## src/rtl/mult_shift_add.sv

```systemverilog
// Sequential shift-and-add multiplier: one partial product per CALC cycle, sign handled
// by multiplying magnitudes and negating the final product.
module mult_shift_add #(
    parameter int WIDTH      = 8,
    parameter bit EARLY_EXIT = 1'b0
) (
    input  logic                 clk,
    input  logic                 rst,
    input  logic                 start,
    input  logic                 signed_mode,
    input  logic [WIDTH-1:0]     a,
    input  logic [WIDTH-1:0]     b,
    output logic                 busy,
    output logic                 done,
    output logic [2*WIDTH-1:0]   p
);

    localparam int CW = $clog2(WIDTH + 1);
    localparam logic [CW-1:0] LAST_ITER = CW'(WIDTH - 1);

    typedef enum logic [1:0] {
        IDLE = 2'd0,
        CALC = 2'd1,
        DONE = 2'd2
    } state_t;

    state_t               state;
    logic [2*WIDTH-1:0]   mcand;
    logic [2*WIDTH-1:0]   acc;
    logic [WIDTH-1:0]     operand;
    logic [CW-1:0]        cnt;
    logic                 neg;

    logic [WIDTH-1:0]     a_mag;
    logic [WIDTH-1:0]     b_mag;
    logic [2*WIDTH-1:0]   sum;
    logic [WIDTH-1:0]     operand_next;
    logic                 last_iter;
    logic [2*WIDTH-1:0]   result;

    // The magnitude of the most negative value still fits in WIDTH bits when read unsigned.
    always_comb begin
        a_mag        = (signed_mode && a[WIDTH-1]) ? (~a + 1'b1) : a;
        b_mag        = (signed_mode && b[WIDTH-1]) ? (~b + 1'b1) : b;
        sum          = operand[0] ? (acc + mcand) : acc;
        operand_next = operand >> 1;
        last_iter    = (cnt == LAST_ITER) || (EARLY_EXIT && (operand_next == '0));
        result       = neg ? (~sum + 1'b1) : sum;
    end

    always_ff @(posedge clk or posedge rst) begin
        if (rst) begin
            state   <= IDLE;
            busy    <= 1'b0;
            done    <= 1'b0;
            p       <= '0;
            mcand   <= '0;
            acc     <= '0;
            operand <= '0;
            cnt     <= '0;
            neg     <= 1'b0;
        end else begin
            case (state)
                IDLE: begin
                    done <= 1'b0;
                    if (start) begin
                        mcand   <= {{WIDTH{1'b0}}, a_mag};
                        operand <= b_mag;
                        neg     <= signed_mode & (a[WIDTH-1] ^ b[WIDTH-1]);
                        acc     <= '0;
                        cnt     <= '0;
                        busy    <= 1'b1;
                        state   <= CALC;
                    end
                end
                CALC: begin
                    acc     <= sum;
                    mcand   <= mcand << 1;
                    operand <= operand_next;
                    cnt     <= cnt + 1'b1;
                    if (last_iter) begin
                        p     <= result;
                        done  <= 1'b1;
                        busy  <= 1'b0;
                        state <= DONE;
                    end
                end
                DONE: begin
                    done  <= 1'b0;
                    state <= IDLE;
                end
                default: begin
                    busy  <= 1'b0;
                    done  <= 1'b0;
                    state <= IDLE;
                end
            endcase
        end
    end

endmodule

```

## config.mk

```make
export PLATFORM = sky130hd
export DESIGN_NAME = mult_shift_add
export DESIGN_NICKNAME = d
export VERILOG_FILES = /design/src/rtl/mult_shift_add.sv
export SDC_FILE = /design/constraint.sdc
export NUM_CORES = 1
export LEC_CHECK = 0
export CORE_MARGIN = 3
export CORE_UTILIZATION = 50
export DETAILED_ROUTE_END_ITERATION = 6
export PLACE_DENSITY = 0.71
export SYNTH_ARGS = -nofsm -noshare
export SYNTH_HDL_FRONTEND = slang
export SYNTH_SLANG_ARGS = --single-unit
```

## constraint.sdc

```tcl
create_clock -name clk -period 6.85 [get_ports clk]
set_clock_uncertainty 0.1 [all_clocks]
set_input_delay 0.685 -clock clk [delete_from_list [all_inputs] [get_ports clk]]
set_output_delay 0.685 -clock clk [all_outputs]
set_load 0.1 [all_outputs]
```

==> summary.md, run 1 <==
| Metric | Value |
|---|---|
| Flip-flop cell with the highest count after synthesis | sky130_fd_sc_hd__dfrtp_1 |
| Post-CTS clock slew at the launch and capture registers of the worst setup and hold paths | 0.07 ns |
| Number of warnings issued by yosys | 0 |
| Final routed wirelength across all metal layers | 8590 um |
| Type of origin of the critical path | flip-flop |
| Number of nets produced by synthesis | 491 |
| Peak Freq | 288 MHz |
| Number of global-route vias before repair | 3178 |
| First-pass GRT wire length | ~15000 um |
| RSZ-0062 raised after global routing | no |
| Number of cells on the worst reg-to-reg path | 10 |
| Count of cells resized by post-cts repair | 0 |
| Number of setup buffers added after CTS | 0 |
| Initial detailed-routing violation count | between 150 and 200 |
| Clock tree from TritonCTS | built |
| Hold violation count in the final report | 0 |
| Root cell of the clock tree | sky130_fd_sc_hd__clkbuf_8 |
| Share of post-route cells with drive strength above 1 | 0.0679 |
| Total Neg Setup Slack | 0 ns |
| Max Root-Sink Buffers | 2 |
| Post-synth cell types | 54 |
| WL per Instance | 14.6 um |
| EDFF count, synth | 0 |
| Worst Path Arrival | 3.56 ns |
| Final routed DRC violation total | 0 |
| Post-CTS Hold Buffers | 0 |
| Die Y | 95.9 um |
| Worst slew margin relative to its limit | 0.265 |
| Core Region | 0.00777 mm^2 |
| Layout Area Growth over Synthesis | 15.9% |
| Post-DR vias/cell | 5.73 |
| Weighted congestion at the end of routability-driven global placement | 0.939 |
| Number of buffers created by CTS | 9 |
| Max-capacitance violation count | 0 |
| I/O pin count | 38 |
| Final antenna-violating net count | 0 |
| Nets@finish | around 520 |
| Setup violation total in the final timing report | 0 |
| Share of the yosys chip area belonging to registers | 0.403 |
| Insertion delay to the later sink of the worst-skew pair | roughly 0.33 ns |
| Total via count in the routed design | 3371 |
| Die footprint | 0.00919 mm^2 |
| DP Wirelength | approximately 6300 um |
| H-tree lvl count | 3 |
| All-layer global routing usage | 0.204 |
| Async SR Flop Fraction | 1.00 |
| Number of sinks on the clock net | 65 |
| Worst Path Max Fanout | 28 |
| Antenna violations before repair | 0 |
| DR pass1 iterations | 5 |
| Category of the most critical setup path | flip-flop to flip-flop |
| Initial core utilization | 0.520 |
| Row Count | 32 |
| Cell area after placement | 0.00447 mm^2 |
| Antenna Diode Count | 0 |
| Final design instance area without fill | 0.00468 mm^2 |
| CP Data Required Time | 6.94 ns |
| Overflow left after global routing | 0 |
| Post-synthesis cell count | 451 |
| Post-synthesis area per instance | 8.96 um^2 |
| Synthesized area | a little over 0.004 mm^2 |
| Kind of path behind the tightest hold check | flip-flop to flip-flop |
| Synth Register Bits | 65 |
| Type of element capturing the critical path | flip-flop |
| Input/output buffers | 37 |
| Min Tclk post-route | 3.47 ns |
| Actual slew at the worst max-slew pin | ~1.1 ns |
| First element of the critical path | operand[0] |
| Slew Viols, Final | 0 |
| Die boundary width | between 90 and 100 um |
| Worst Hold Launch | p[9] |
| Hold depth | 2 |
| Reg2reg start | operand[0] |
| Share of the clock period used by the worst path after layout | 0.507 |
| Result of the run | complete, no violations |
| Largest net degree at the start of global routing | 66 |
[per-layer routing]
layer,track usage,vias up,wire (um)
met4,0.0889,0,115
li1,-,1668,-
met5,0,-,0
met3,0.0297,10,441
met2,0.304,104,3830
met1,0.294,1589,4200
[layout by cell type, fill, tap and decap left out, types with 2 or more instances in the layout]
master / count
sky130_fd_sc_hd__nor2_1: 19
sky130_fd_sc_hd__a21o_1: 5
sky130_fd_sc_hd__a22o_1: 2
sky130_fd_sc_hd__o211ai_1: 2
sky130_fd_sc_hd__a22oi_1: 13
sky130_fd_sc_hd__nand4_1: 2
sky130_fd_sc_hd__mux2i_1: 11
sky130_fd_sc_hd__o21ai_0: 63
sky130_fd_sc_hd__clkbuf_1: 2
sky130_fd_sc_hd__nand3_1: 23
sky130_fd_sc_hd__o21ai_1: 4
sky130_fd_sc_hd__nor2b_1: 5
sky130_fd_sc_hd__a21oi_2: 2
sky130_fd_sc_hd__a31oi_1: 5
sky130_fd_sc_hd__buf_4: 4
sky130_fd_sc_hd__ha_1: 19
sky130_fd_sc_hd__nand2b_1: 6
sky130_fd_sc_hd__a21oi_1: 12
sky130_fd_sc_hd__nor4bb_1: 2
sky130_fd_sc_hd__o21a_1: 3
sky130_fd_sc_hd__o21bai_1: 3
sky130_fd_sc_hd__a31o_2: 2
sky130_fd_sc_hd__inv_1: 14
sky130_fd_sc_hd__xor2_1: 12
sky130_fd_sc_hd__xnor2_1: 24
sky130_fd_sc_hd__a311oi_1: 2
sky130_fd_sc_hd__and3_1: 5
sky130_fd_sc_hd__nor3_1: 11
sky130_fd_sc_hd__nand2_1: 61
sky130_fd_sc_hd__clkbuf_8: 12
sky130_fd_sc_hd__dfrtp_1: 65
sky130_fd_sc_hd__o31ai_1: 4
sky130_fd_sc_hd__nand3b_1: 3
sky130_fd_sc_hd__o22ai_1: 2
sky130_fd_sc_hd__a211oi_1: 4
sky130_fd_sc_hd__clkdlybuf4s50_1: 37
[final cells by class]
cell class | count | area (um^2)
tap | 102 | 128
clock buffer | 14 | 173
sequential | 65 | 1630
multi-input combinational | 349 | 2260
fill | 676 | 3090
inverter | 15 | 56.3
clock inverter | 2 | 35.0
timing repair buffer | 41 | 400
[flip-flops by register name (all words and copies together), names as in the netlist]
signal	flops
operand	8
mcand	16
neg	1
cnt	4
p	16
state	2
done	1
busy	1
acc	16
[kinds of logic (layout without fill, tap and decap cells)]
group,count (synthesis),count (layout),share of synthesized area
xor gates and xnor gates,36,36,0.0780
AOI/OAI and AO/OA,134,134,0.209
muxes,14,14,0.0390
DFF,65,65,0.403
buffers and inverters,37,72,0.0378
and+or+nand+nor,145,145,0.170
adders and majority gates,20,20,0.0638
[metrics by stage]
stage          cells  hold slack [ns]  utilization  worst slack, ns
2_1_floorplan    451            0.366            -             3.92
3_3_place_gp     572            0.350        0.576             3.56
3_5_place_dp     572            0.367        0.576             3.40
4_1_cts          588            0.381        0.603             3.40
5_1_grt          588            0.397        0.603             3.16
6_report         588            0.377        0.603             3.38
[critical path, stage by stage (launching register included)]
cell and delay, ns:
sky130_fd_sc_hd__dfrtp_1 1.07, sky130_fd_sc_hd__inv_1 0.38, sky130_fd_sc_hd__a211oi_1 0.29, sky130_fd_sc_hd__o211ai_1 0.21, sky130_fd_sc_hd__nor3_1 0.36, sky130_fd_sc_hd__and3_1 0.24, sky130_fd_sc_hd__o21a_1 0.16, sky130_fd_sc_hd__nand3_1 0.12
sky130_fd_sc_hd__a21oi_2 0.18, sky130_fd_sc_hd__xnor2_1 0.13, sky130_fd_sc_hd__o21ai_1 0.07
[synthesized netlist by cell type (all sizes together), types with 2 or more instances]
master / count / area, um^2
o21ai: 67 / 335
dfrtp: 65 / 1630
nand2: 61 / 229
xnor2: 24 / 210
nand3: 23 / 115
ha: 19 / 238
nor2: 19 / 71.3
clkbuf: 15 / 56.3
inv: 15 / 56.3
a21oi: 14 / 77.6
a22oi: 13 / 97.6
mux2i: 13 / 146
xor2: 12 / 105
nor3: 11 / 55.1
buf: 7 / 40.0
nand2b: 6 / 37.5
nor2b: 6 / 37.5
a21o: 5 / 37.5
a31oi: 5 / 31.3
and3: 5 / 31.3
a211oi: 4 / 30.0
o31ai: 4 / 30.0
nand3b: 3 / 22.5
o211ai: 3 / 27.5
o21a: 3 / 22.5
o21bai: 3 / 22.5
a221oi: 2 / 23.8
a22o: 2 / 17.5
a311oi: 2 / 17.5
a31o: 2 / 17.5
and3b: 2 / 18.8
nand4: 2 / 12.5
nor4bb: 2 / 20.0
o22ai: 2 / 12.5
[final timing paths]
kind,end,slack (ns)
max in group asynchronous,p[12],5.31
min in group asynchronous,cnt[0],0.82
worst max register to register,p[15],3.38
worst min register to register,p[9],0.38
worst max-delay path,p[15],3.38
worst min-delay path,p[9],0.38
Power of run 1 is not shown: default switching activity piles up to over one toggle a cycle in this logic, so the estimate is an artifact.
==> run 2, diff against run 1 <==
- clock period: 6.85 -> 3.3 ns (I/O delays scaled with it)
==> run 2 against run 1 <==
  * Hold slack got worse by 0.047 ns
  * Core utilization rose by 2.0 points
  * Cell count increased by 1.2%
  * Routed wire length rose by 1.1%
  * Flip-flop and latch count did not move
  * Setup slack worse by 3.2 ns
  * Critical path depth grew 1
  * Via count increased by 0.62%
==> summary.md, run 2 (synthesized netlist as in run 1, its figures left out) <==
| Metric | Value |
|---|---|
| Result of the run | complete, no violations |
| Antenna Diode Count | 0 |
| Clock tree from TritonCTS | built |
| Met3 demand-to-capacity share in global routing | 0.0375 |
| Min Tclk post-route | 3.12 ns |
| Row Count | 32 |
| Final setup slack of the worst path | 0.176 ns |
| Final antenna-violating net count | 0 |
| Destination of the worst register-to-register timing path | p[14] |
| Fill cell total of the finished layout | 701 |
| Antenna violations before repair | 0 |
| DR pass1 iterations | 5 |
| Largest net degree at the start of global routing | 37 |
| Initial detailed-routing violation count | 172 |
| Share of the clock period used by the worst path after layout | 0.947 |
| Kind of path behind the tightest hold check | input port to async pin |
| Layer with the highest usage | met2 |
| Area taken by multi-input logic gates | between 0.002 and 0.0025 mm^2 |
| Final routed wirelength across all metal layers | 8680 um |
| Global routing met1 resource utilization | 0.278 |
| Actual slew at the worst max-slew pin | 1.14 ns |
| Nets@finish | roughly 530 |
| Post-Route Hold Slack | 0.330 ns |
| Capturing element of the worst setup path | p[14] |
| Setup slack of the most critical reg-to-reg path | 0.18 ns |
| Post-CTS clock slew at the launch and capture registers of the worst setup and hold paths | about 0.070 ns |
| Most frequent cells in the layout | 65 x sky130_fd_sc_hd__dfrtp_1, 62 x sky130_fd_sc_hd__o21ai_0, 61 x sky130_fd_sc_hd__nand2_1 |
| DP Wirelength | 6380 um |
| Post-CTS Hold Buffers | 0 |
| H-tree lvl count | 3 |
| Post-DR vias/cell | 5.70 |
| Core Region | 0.00777 mm^2 |
| Registers with the highest flip-flop counts | acc (16), mcand (16), p (16) |
| Final cell count without fillers | roughly 600 |
| Type of element capturing the critical path | flip-flop |
| Worst Setup Slack post-DPL | 0.0468 ns |
| Root cell of the clock tree | sky130_fd_sc_hd__clkbuf_8 |
| Die Y | 95.9 um |
| CP Data Required Time | 3.40 ns |
| Type of origin of the critical path | flip-flop |
| Category of the most critical setup path | flip-flop to flip-flop |
| First-pass GRT wire length | 14600 um |
| Hold violation count in the final report | 0 |
| All-layer global routing usage | 0.203 |
| Initial core utilization | 0.520 |
| Total via count in the routed design | ~3400 |
| Die boundary width | 95.9 um |
| Reg2reg start | mcand[4] |
| Number of sinks on the clock net | between 60 and 70 |
| Slew Viols, Final | 0 |
| Area taken by flip-flops and latches | ~0.0016 mm^2 |
| Number of buffers created by CTS | 9 |
| Worst slew margin relative to its limit | 0.243 |
| Worst Path Arrival | 3.23 ns |
| First element of the critical path | mcand[4] |
| Met2 global-route usage | 0.321 |
| Number of cells on the worst reg-to-reg path | 11 |
| Post-layout utilization of the core | 0.623 |
| Number of setup buffers added after CTS | 0 |
| Share of post-route cells with drive strength above 1 | 0.0994 |
| WL per Instance | 14.6 um |
| Insertion delay to the later sink of the worst-skew pair | 0.35 ns |
| Weighted congestion at the end of routability-driven global placement | 0.842 |
| Max-capacitance violation count | 0 |
| Layout Area Growth over Synthesis | 19.8% |
| Max Root-Sink Buffers | 2 |
| Worst Path Max Fanout | 7 |
| Die footprint | roughly 0.0092 mm^2 |
| Input/output buffers | 37 |
| Number of global-route vias before repair | 3207 |
| Commonest non-fill, non-tap cell in the layout | sky130_fd_sc_hd__dfrtp_1 |
| Overflow left after global routing | 0 |
| Placed Cells | 580 |
| Setup violation total in the final timing report | 0 |
| Final routed DRC violation total | 0 |
| Peak Freq | 320 MHz |
| I/O pin count | 38 |
## run 2: cell count changes in the layout (fill, tap and decap cells not counted), moves of 2 or more
cell	delta
sky130_fd_sc_hd__buf_4	+7
sky130_fd_sc_hd__nor3_2	+2
sky130_fd_sc_hd__nor3_1	-2
sky130_fd_sc_hd__xnor2_2	+2
sky130_fd_sc_hd__xnor2_1	-2
## run 2: layer usage
metal	vias up	share of wire	wire length, um
met3	12	0.051	446
met4	0	0.014	123
li1	1688	-	-
met5	-	0	0
met1	1592	0.48	4200
met2	100	0.45	3920
## run 2: worst min-delay path by stage
stage,startpoint,endpoint,slack (ns)
2_1_floorplan,b[7],operand[7],0.36
3_3_place_gp,p[7],p[7],0.35
3_5_place_dp,p[7],p[7],0.36
4_1_cts,rst,cnt[0],0.35
5_1_grt,rst,cnt[2],0.39
6_report,rst,cnt[0],0.33
## run 2: metrics by stage
step / TNS, ns / cell area (um^2)
6_report: 0 / 4840
5_1_grt: -0.00449 / 4840
4_1_cts: 0 / 4780
3_5_place_dp: 0 / 4550
3_3_place_gp: 0 / 4550
2_1_floorplan: 0 / 4040
## run 2: layout make-up
cell class / instances / share of cell area
Sequential cell: 65 / 0.336
Clock buffer: 13 / 0.0349
Timing Repair Buffer: 49 / 0.0977
Clock inverter: 2 / 0.0124
Multi-Input combinational cell: 349 / 0.481
Inverter: 15 / 0.0116
Tap cell: 102 / 0.0264
## run 2: worst max-delay path: stages, from the launching register on
cell and delay, ns:
sky130_fd_sc_hd__dfrtp_1 0.40, sky130_fd_sc_hd__ha_1 0.38, sky130_fd_sc_hd__a21o_1 0.25, sky130_fd_sc_hd__o21bai_1 0.25
sky130_fd_sc_hd__a31o_2 0.33, sky130_fd_sc_hd__a2111oi_4 0.35, sky130_fd_sc_hd__nor2_1 0.09, sky130_fd_sc_hd__xnor2_1 0.16
sky130_fd_sc_hd__o21a_1 0.23, sky130_fd_sc_hd__a31oi_1 0.20, sky130_fd_sc_hd__xor2_1 0.17, sky130_fd_sc_hd__o21ai_1 0.07
## run 2: what timing repair did
item,4_1_cts,5_1_grt
setup endpoints to repair,0,7
gates resized for setup,0,11
hold endpoints to repair,0,0
Power of run 2 is left out for the same reason.
